## config.mk

```make
export PLATFORM = sky130hd
export DESIGN_NAME = post_mac_pipe
export DESIGN_NICKNAME = d
export VERILOG_FILES = /design/src/rtl/post_mac_pkg.sv /design/src/rtl/post_mac_lane.sv /design/src/rtl/post_mac_pipe.sv
export SDC_FILE = /design/constraint.sdc
export NUM_CORES = 2
export LEC_CHECK = 0
export ABC_CLOCK_PERIOD_IN_PS = 10500
export BUFFER_PORTS_ARGS = -buffer_cell sky130_fd_sc_hd__buf_2
export CORE_ASPECT_RATIO = 0.6
export CORE_MARGIN = 2
export CORE_UTILIZATION = 35
export CTS_CLUSTER_DIAMETER = 200
export DETAILED_ROUTE_END_ITERATION = 10
export GPL_ROUTABILITY_DRIVEN = 1
export RECOVER_POWER = 25
export SLEW_MARGIN = 5
export SYNTH_ARGS = -nofsm -noshare
export SYNTH_HDL_FRONTEND = slang
export SYNTH_SLANG_ARGS = --single-unit
```

## constraint.sdc

```tcl
create_clock -name clk -period 10.5 [get_ports clk]
set_input_delay 2.1 -clock clk [delete_from_list [all_inputs] [get_ports clk]]
set_output_delay 2.1 -clock clk [all_outputs]
set_load 0.02 [all_outputs]
```

## src/rtl/post_mac_pkg.sv

```systemverilog
// Shared types and helpers for the post-MAC pipeline.
// Mode encoding and the shift-then-clamp primitive.
package post_mac_pkg;

  typedef enum logic [1:0] {
    CONV_CH  = 2'b00,
    CONV_SUM = 2'b01,
    FC       = 2'b10,
    FC_ACC   = 2'b11
  } mac_mode_e;

  // Arithmetic shift then clamp to a signed out_w range.
  function automatic logic signed [63:0] sat_shift(
    input logic signed [63:0] v,
    input int                 shift,
    input int                 out_w
  );
    logic signed [63:0] sh;
    logic signed [63:0] hi;
    logic signed [63:0] lo;
    sh = v >>> shift;
    hi = (64'sd1 <<< (out_w - 1)) - 64'sd1;
    lo = -hi - 64'sd1;
    if (sh > hi) return hi;
    if (sh < lo) return lo;
    return sh;
  endfunction

endpackage

```

## src/rtl/post_mac_lane.sv

```systemverilog
// One lane of the output stage: optional ReLU, shift, clamp.
// Raises sat when the clamp changed the shifted value.
module post_mac_lane
  import post_mac_pkg::*;
#(
  parameter int IN_W       = 41,
  parameter int OUT_W      = 16,
  parameter int FRAC_SHIFT = 3
) (
  input  logic signed [IN_W-1:0]  in_val,
  input  logic                    relu_en,
  output logic signed [OUT_W-1:0] out_val,
  output logic                    sat
);

  logic signed [63:0] ext;
  logic signed [63:0] shifted;
  logic signed [63:0] clamped;

  always_comb begin
    ext = 64'(in_val);
    if (relu_en && in_val < 0) ext = '0;
    shifted = ext >>> FRAC_SHIFT;
    clamped = sat_shift(ext, FRAC_SHIFT, OUT_W);
    out_val = clamped[OUT_W-1:0];
    sat     = (clamped != shifted);
  end

endmodule

```

## src/rtl/post_mac_pipe.sv

```systemverilog
// Two-stage post-accumulation pipeline: bias/sum/FC partials in S1,
// shift/ReLU/saturate in S2, valid/ready with a global stall.
module post_mac_pipe
  import post_mac_pkg::*;
#(
  parameter int NUM_CH     = 6,
  parameter int ACC_W      = 32,
  parameter int OUT_W      = 16,
  parameter int FRAC_SHIFT = 3,
  parameter int SAT_CNT_W  = 16
) (
  input  logic                    clk,
  input  logic                    rst_n,
  input  logic                    in_valid,
  output logic                    in_ready,
  input  logic [1:0]              in_mode,
  input  logic                    in_last,
  input  logic [NUM_CH*ACC_W-1:0] in_acc,
  input  logic [NUM_CH*ACC_W-1:0] in_bias,
  input  logic [ACC_W-1:0]        in_sum_bias,
  output logic                    out_valid,
  input  logic                    out_ready,
  output logic [NUM_CH*OUT_W-1:0] out_data,
  output logic [OUT_W-1:0]        out_sum,
  output logic [1:0]              out_mode,
  output logic [SAT_CNT_W-1:0]    sat_cnt,
  input  logic                    sat_clr
);

  localparam int SUM_W  = ACC_W + $clog2(NUM_CH + 1);
  localparam int P_W    = ACC_W + 8;
  localparam int L_W    = P_W + 1;
  localparam int CNT_IW = $clog2(NUM_CH + 2);

  logic en;
  logic fire;
  mac_mode_e mode;

  logic                    s1_valid_q, s1_valid_d;
  mac_mode_e               s1_mode_q, s1_mode_d;
  logic signed [SUM_W-1:0] s1_sum_q, s1_sum_d;
  logic signed [L_W-1:0]   s1_lane_q [NUM_CH];
  logic signed [L_W-1:0]   s1_lane_d [NUM_CH];
  logic signed [P_W-1:0]   part_q [NUM_CH];
  logic signed [P_W-1:0]   part_d [NUM_CH];

  logic signed [ACC_W-1:0] acc_l;
  logic signed [ACC_W-1:0] bias_l;
  logic signed [SUM_W-1:0] sum_acc;

  logic                    out_valid_q, out_valid_d;
  logic [NUM_CH*OUT_W-1:0] out_data_q, out_data_d;
  logic [OUT_W-1:0]        out_sum_q, out_sum_d;
  mac_mode_e               out_mode_q, out_mode_d;
  logic [SAT_CNT_W-1:0]    sat_cnt_q, sat_cnt_d;

  logic signed [OUT_W-1:0] lane_out [NUM_CH];
  logic [NUM_CH-1:0]       lane_sat;
  logic signed [OUT_W-1:0] sum_out;
  logic                    sum_sat;
  logic [CNT_IW-1:0]       inc;
  logic [SAT_CNT_W:0]      cnt_sum;

  assign en        = !out_valid_q || out_ready;
  assign in_ready  = en;
  assign fire      = in_valid && en;
  assign mode      = mac_mode_e'(in_mode);
  assign out_valid = out_valid_q;
  assign out_data  = out_data_q;
  assign out_sum   = out_sum_q;
  assign out_mode  = out_mode_q;
  assign sat_cnt   = sat_cnt_q;

  always_comb begin
    s1_valid_d = s1_valid_q;
    s1_mode_d  = s1_mode_q;
    s1_sum_d   = s1_sum_q;
    s1_lane_d  = s1_lane_q;
    part_d     = part_q;
    acc_l      = '0;
    bias_l     = '0;
    sum_acc    = SUM_W'($signed(in_sum_bias));
    if (en) begin
      s1_valid_d = 1'b0;
      if (fire) begin
        s1_mode_d  = mode;
        s1_valid_d = !(mode == FC_ACC && !in_last);
        s1_sum_d   = '0;
        for (int i = 0; i < NUM_CH; i++) begin
          acc_l        = in_acc[i*ACC_W +: ACC_W];
          bias_l       = in_bias[i*ACC_W +: ACC_W];
          s1_lane_d[i] = '0;
          unique case (mode)
            CONV_CH:  s1_lane_d[i] = L_W'(acc_l) + L_W'(bias_l);
            CONV_SUM: sum_acc = sum_acc + SUM_W'(acc_l);
            FC:       s1_lane_d[i] = L_W'(acc_l);
            FC_ACC: begin
              if (in_last) begin
                s1_lane_d[i] = L_W'(part_q[i]) + L_W'(acc_l);
                part_d[i]    = '0;
              end else begin
                part_d[i] = part_q[i] + P_W'(acc_l);
              end
            end
            default: ;
          endcase
        end
        if (mode == CONV_SUM) s1_sum_d = sum_acc;
      end
    end
  end

  for (genvar g = 0; g < NUM_CH; g++) begin : g_lane
    post_mac_lane #(
      .IN_W(L_W), .OUT_W(OUT_W), .FRAC_SHIFT(FRAC_SHIFT)
    ) u_lane (
      .in_val (s1_lane_q[g]),
      .relu_en(s1_mode_q == CONV_CH),
      .out_val(lane_out[g]),
      .sat    (lane_sat[g])
    );
  end

  post_mac_lane #(
    .IN_W(SUM_W), .OUT_W(OUT_W), .FRAC_SHIFT(FRAC_SHIFT)
  ) u_sum (
    .in_val (s1_sum_q),
    .relu_en(1'b1),
    .out_val(sum_out),
    .sat    (sum_sat)
  );

  always_comb begin
    out_valid_d = out_valid_q;
    out_data_d  = out_data_q;
    out_sum_d   = out_sum_q;
    out_mode_d  = out_mode_q;
    inc         = CNT_IW'(sum_sat);
    for (int i = 0; i < NUM_CH; i++) begin
      inc = inc + CNT_IW'(lane_sat[i]);
    end
    if (!(en && s1_valid_q)) inc = '0;
    if (en) begin
      out_valid_d = s1_valid_q;
      if (s1_valid_q) begin
        for (int i = 0; i < NUM_CH; i++) begin
          out_data_d[i*OUT_W +: OUT_W] = lane_out[i];
        end
        out_sum_d  = sum_out;
        out_mode_d = s1_mode_q;
      end
    end
    // Clamp the counter at all-ones; a clear beats a same-cycle increment.
    cnt_sum = {1'b0, sat_cnt_q} + (SAT_CNT_W+1)'(inc);
    if (sat_clr)               sat_cnt_d = '0;
    else if (cnt_sum[SAT_CNT_W]) sat_cnt_d = '1;
    else                       sat_cnt_d = cnt_sum[SAT_CNT_W-1:0];
  end

  always_ff @(posedge clk or negedge rst_n) begin
    if (!rst_n) begin
      s1_valid_q  <= 1'b0;
      s1_mode_q   <= CONV_CH;
      s1_sum_q    <= '0;
      for (int i = 0; i < NUM_CH; i++) begin
        s1_lane_q[i] <= '0;
        part_q[i]    <= '0;
      end
      out_valid_q <= 1'b0;
      out_data_q  <= '0;
      out_sum_q   <= '0;
      out_mode_q  <= CONV_CH;
      sat_cnt_q   <= '0;
    end else begin
      s1_valid_q  <= s1_valid_d;
      s1_mode_q   <= s1_mode_d;
      s1_sum_q    <= s1_sum_d;
      s1_lane_q   <= s1_lane_d;
      part_q      <= part_d;
      out_valid_q <= out_valid_d;
      out_data_q  <= out_data_d;
      out_sum_q   <= out_sum_d;
      out_mode_q  <= out_mode_d;
      sat_cnt_q   <= sat_cnt_d;
    end
  end

endmodule

```

==> results.cfg <==
[status]
status = finished, violations left
violations = capacitance limit, slew limit, setup timing

[detailed_routing]
vias = 57081
vias_per_cell = 5.857
ant_nets = 0
drt_wl_total_um = 240100
drtPass1Iterations = 6
drc = 0
wire_per_inst_um = 24.64
drt_iter0_drc = 6081

[global_routing]
grt_util_all_layers_pct = 28.52
grt_max_degree = 151
grt_pass1_wl_um = 352000
grt.overflow.total = 0
first_global_vias = 54383
antenna_found_initial = 22

[sta]
max_freq_mhz = 85.78
tns_ns = -9.262
slew_violations = 559
setup_viol = 18
worstMarginPinSlew_ns = 5.277
period_minus_slack_ns = 11.66
maxSlewHeadroom_pct = -251.8
setup_ws_ns = -1.158
finalCritPeriodShare_pct = 111.0
rsz0062_at_grt = true
final_hold_viol_count = 0
skew_ns = 0.04483

[synthesis]
synth_area_leaders = dfrtp_1, ha_1, a21oi_1
syn_inst = 6551
synth_top_area_share_pct = 28.46
yosysWarnings = 0
synth.ff_latch_count = 634
synth.distinct_cells = 107
async_flop_share_pct = 100.0
synth_area_mm2 = 0.05574
synth_nets = 7632
yosysSeqAreaShare_pct = 28.46
avgSynthCellArea_um2 = 8.509
synth_top_area_cell = dfrtp_1
ys.flop_type = dfrtp_1
synth_edf_count = 0

[power]
p_int_uw = 8350
pwr-share-seq_pct = 25.6
p_leak_uw = 0.03305
power.density_mw_per_mm2 = 216.8
p_switching_uw = 6536
p_comb_share_pct = 54.2
p_clk_share_pct = 20.2
swShare_pct = 43.91
ir_drop_mv = 0.1534

[die]
start_util_pct = 35.23
die_w_um = 519.2
die-area_mm2 = 0.1626
pin_count = 556
die-height_um = 313.1
rows = 113
core-area_mm2 = 0.1582

[layout]
mostFrequentLayoutCell = nand2_1
mostFrequentLayoutCells = nand2_1, dfrtp_1, ha_1, a21oi_1, buf_4
fillerInstances = 15655
drive_gt1_share_pct = 20.23
synthToLayoutAreaGrowth_pct = 23.16
nets = 8637

[worst_setup_path]
cpMaxStageDelayCell = a221o_1
r2r_slack_ns = 3.43
ff2ff_path_depth = 18
critPathRequiredTime_ns = 11.09
crit_top_cell = a21oi_2
r2r_end = sat_cnt[1]
worstPathMaxFanout = 4
cp_data_arrival_time_ns = 12.25
start_kind = primary input
cp-end-kind = register
cp_slowest_stage_delay_ns = 0.38
timing.rr.start = s1_lane_q[140]
worstSetupPathType = in2reg

[flow_run]
maxCapViolations = 5

[place]
dp_hpwl_um = 184100
dp_worst_setup_slack_ns = -1.980
place.port_buffers = 555
routabilityCongestion = 0.9408

[hold_path]
min_path_cells = 2
hold_path.class = reg2reg
worstHoldStart = out_data[92]
hold_end = out_data[92]

[clock_tree]
clkTransAtPathRegs_ns = 0.06
clockRootBuffer = clkbuf_16
clockBufferDepth = 3
clkLatencyLatePin_ns = 0.72
tritoncts = built
cts_buffers = 75
htree_num_levels = 3
cts_sinks = 634
-- critical path: cells and delay by family --
family,cells,cell delay [ns]
compound gates,34,4.92
fa+ha+maj,6,1.79
buf+inv,10,1.34
simple gates,7,1.11
xor+xnor,4,0.75
mux,1,0.19
-- cells in the mapped netlist (16+ instances only) --
library cell and number:
clkbuf_1 233, a211oi_1 39, xor2_1 223, and3_1 47, or3_1 27, a221o_1 63, a21oi_1 661, o31ai_1 68
ha_1 641, a221oi_1 69, a222oi_1 40, and4_1 18, or2_2 22, o21a_1 65, nand2_1 663, o21ai_0 626
o211ai_1 26, nand2b_1 85, o21bai_1 85, buf_1 31, a22o_1 200, inv_1 166, nor3_1 59, a21o_1 291
nor2b_1 72, o21ai_1 48, nor2_1 368, fa_1 16, nand4_1 94, dfrtp_1 634, a31oi_1 46, xnor2_1 312
a22oi_1 47, nor4_1 63, nand3_1 96, and2_1 26
-- cell families (layout without fill, tap and decap cells) --
family | after synthesis | count (layout) | share of synthesized area (%)
compound gates | 2582 | 2582 | 30.64
simple gates | 1688 | 1688 | 14.20
fa+ha+maj | 657 | 657 | 14.96
flops | 634 | 634 | 28.46
xor+xnor | 537 | 537 | 8.476
buf+inv | 439 | 1501 | 2.990
mux | 14 | 14 | 0.2604
other cells | 0 | 5 | 0
-- power groups by stage --
stage,Clock [uW],Sequential (uW),Combinational (uW)
detailed placement,0,3820,7800
CTS,3070,3800,7910
finish,3010,3820,8060
global route,3140,3900,8810
floorplan,0,3850,5240
global placement,0,3810,7690
-- metrics by stage --
stage | std cells | cell area (um2) | hold slack [ns] | util [%] | power (uW)
2_1_floorplan | 6551 | 55950 | 0.4365 | - | 9086
3_3_place_gp | 9571 | 65150 | 0.4572 | 41.18 | 11500
3_5_place_dp | 9571 | 65150 | 0.4643 | 41.18 | 11620
4_1_cts | 9731 | 68400 | 0.4780 | 43.23 | 14770
5_1_grt | 9742 | 68640 | 0.4960 | 43.39 | 15850
6_report | 9745 | 68650 | 0.4721 | 43.39 | 14890
-- repair_timing --
item | in CTS | in global routing
setup buffers | 27 | 12
setup endpoints to repair | 19 | 24
hold buffers | 0 | 0
pin swaps | 105 | 85
endpoints found under the hold margin | 0 | 0
gates resized for setup | 86 | 55
-- layout make-up --
| type | instances | area, um2 | area share (%) |
|---|---|---|---|
| Antenna cell | 5 | 12.51 | 0.01823 |
| Clock buffer | 99 | 2147 | 3.128 |
| Clock inverter | 35 | 594.3 | 0.8657 |
| Inverter | 169 | 635.6 | 0.9259 |
| Multi-Input combinational cell | 5478 | 38980 | 56.78 |
| Sequential cell | 634 | 15870 | 23.11 |
| Tap cell | 2127 | 2661 | 3.877 |
| Timing Repair Buffer | 1198 | 7756 | 11.30 |
-- flip-flops by register name (all words and copies together) (netlist names), 2 cells and up --
register	flops
part_q	240
out_mode	2
s1_mode_q	2
s1_sum_q	32
out_sum	16
out_data	96
sat_cnt	16
s1_lane_q	228
-- routing by layer --
layer | vias to the layer above | routed length, um | track usage [%]
met1 | 27809 | 112500 | 42.17
met5 | - | 49 | 0
met4 | 8 | 7399 | 8.406
li1 | 26619 | - | -
met3 | 351 | 19430 | 4.493
met2 | 2294 | 100700 | 42.47
-- worst max path at each step --
stage / start / endpoint / slack [ns]
after global placement: in_acc[0] / s1_sum_q[34] / -1.90
after CTS: in_sum_bias[0] / s1_sum_q[34] / -0.94
after floorplan: in_acc[0] / s1_sum_q[34] / -0.91
after global routing: in_sum_bias[1] / s1_sum_q[34] / -1.82
final: in_acc[0] / s1_sum_q[34] / -1.16
after detailed placement: in_acc[1] / s1_sum_q[34] / -1.98
Power figures use the tool's default switching activity.
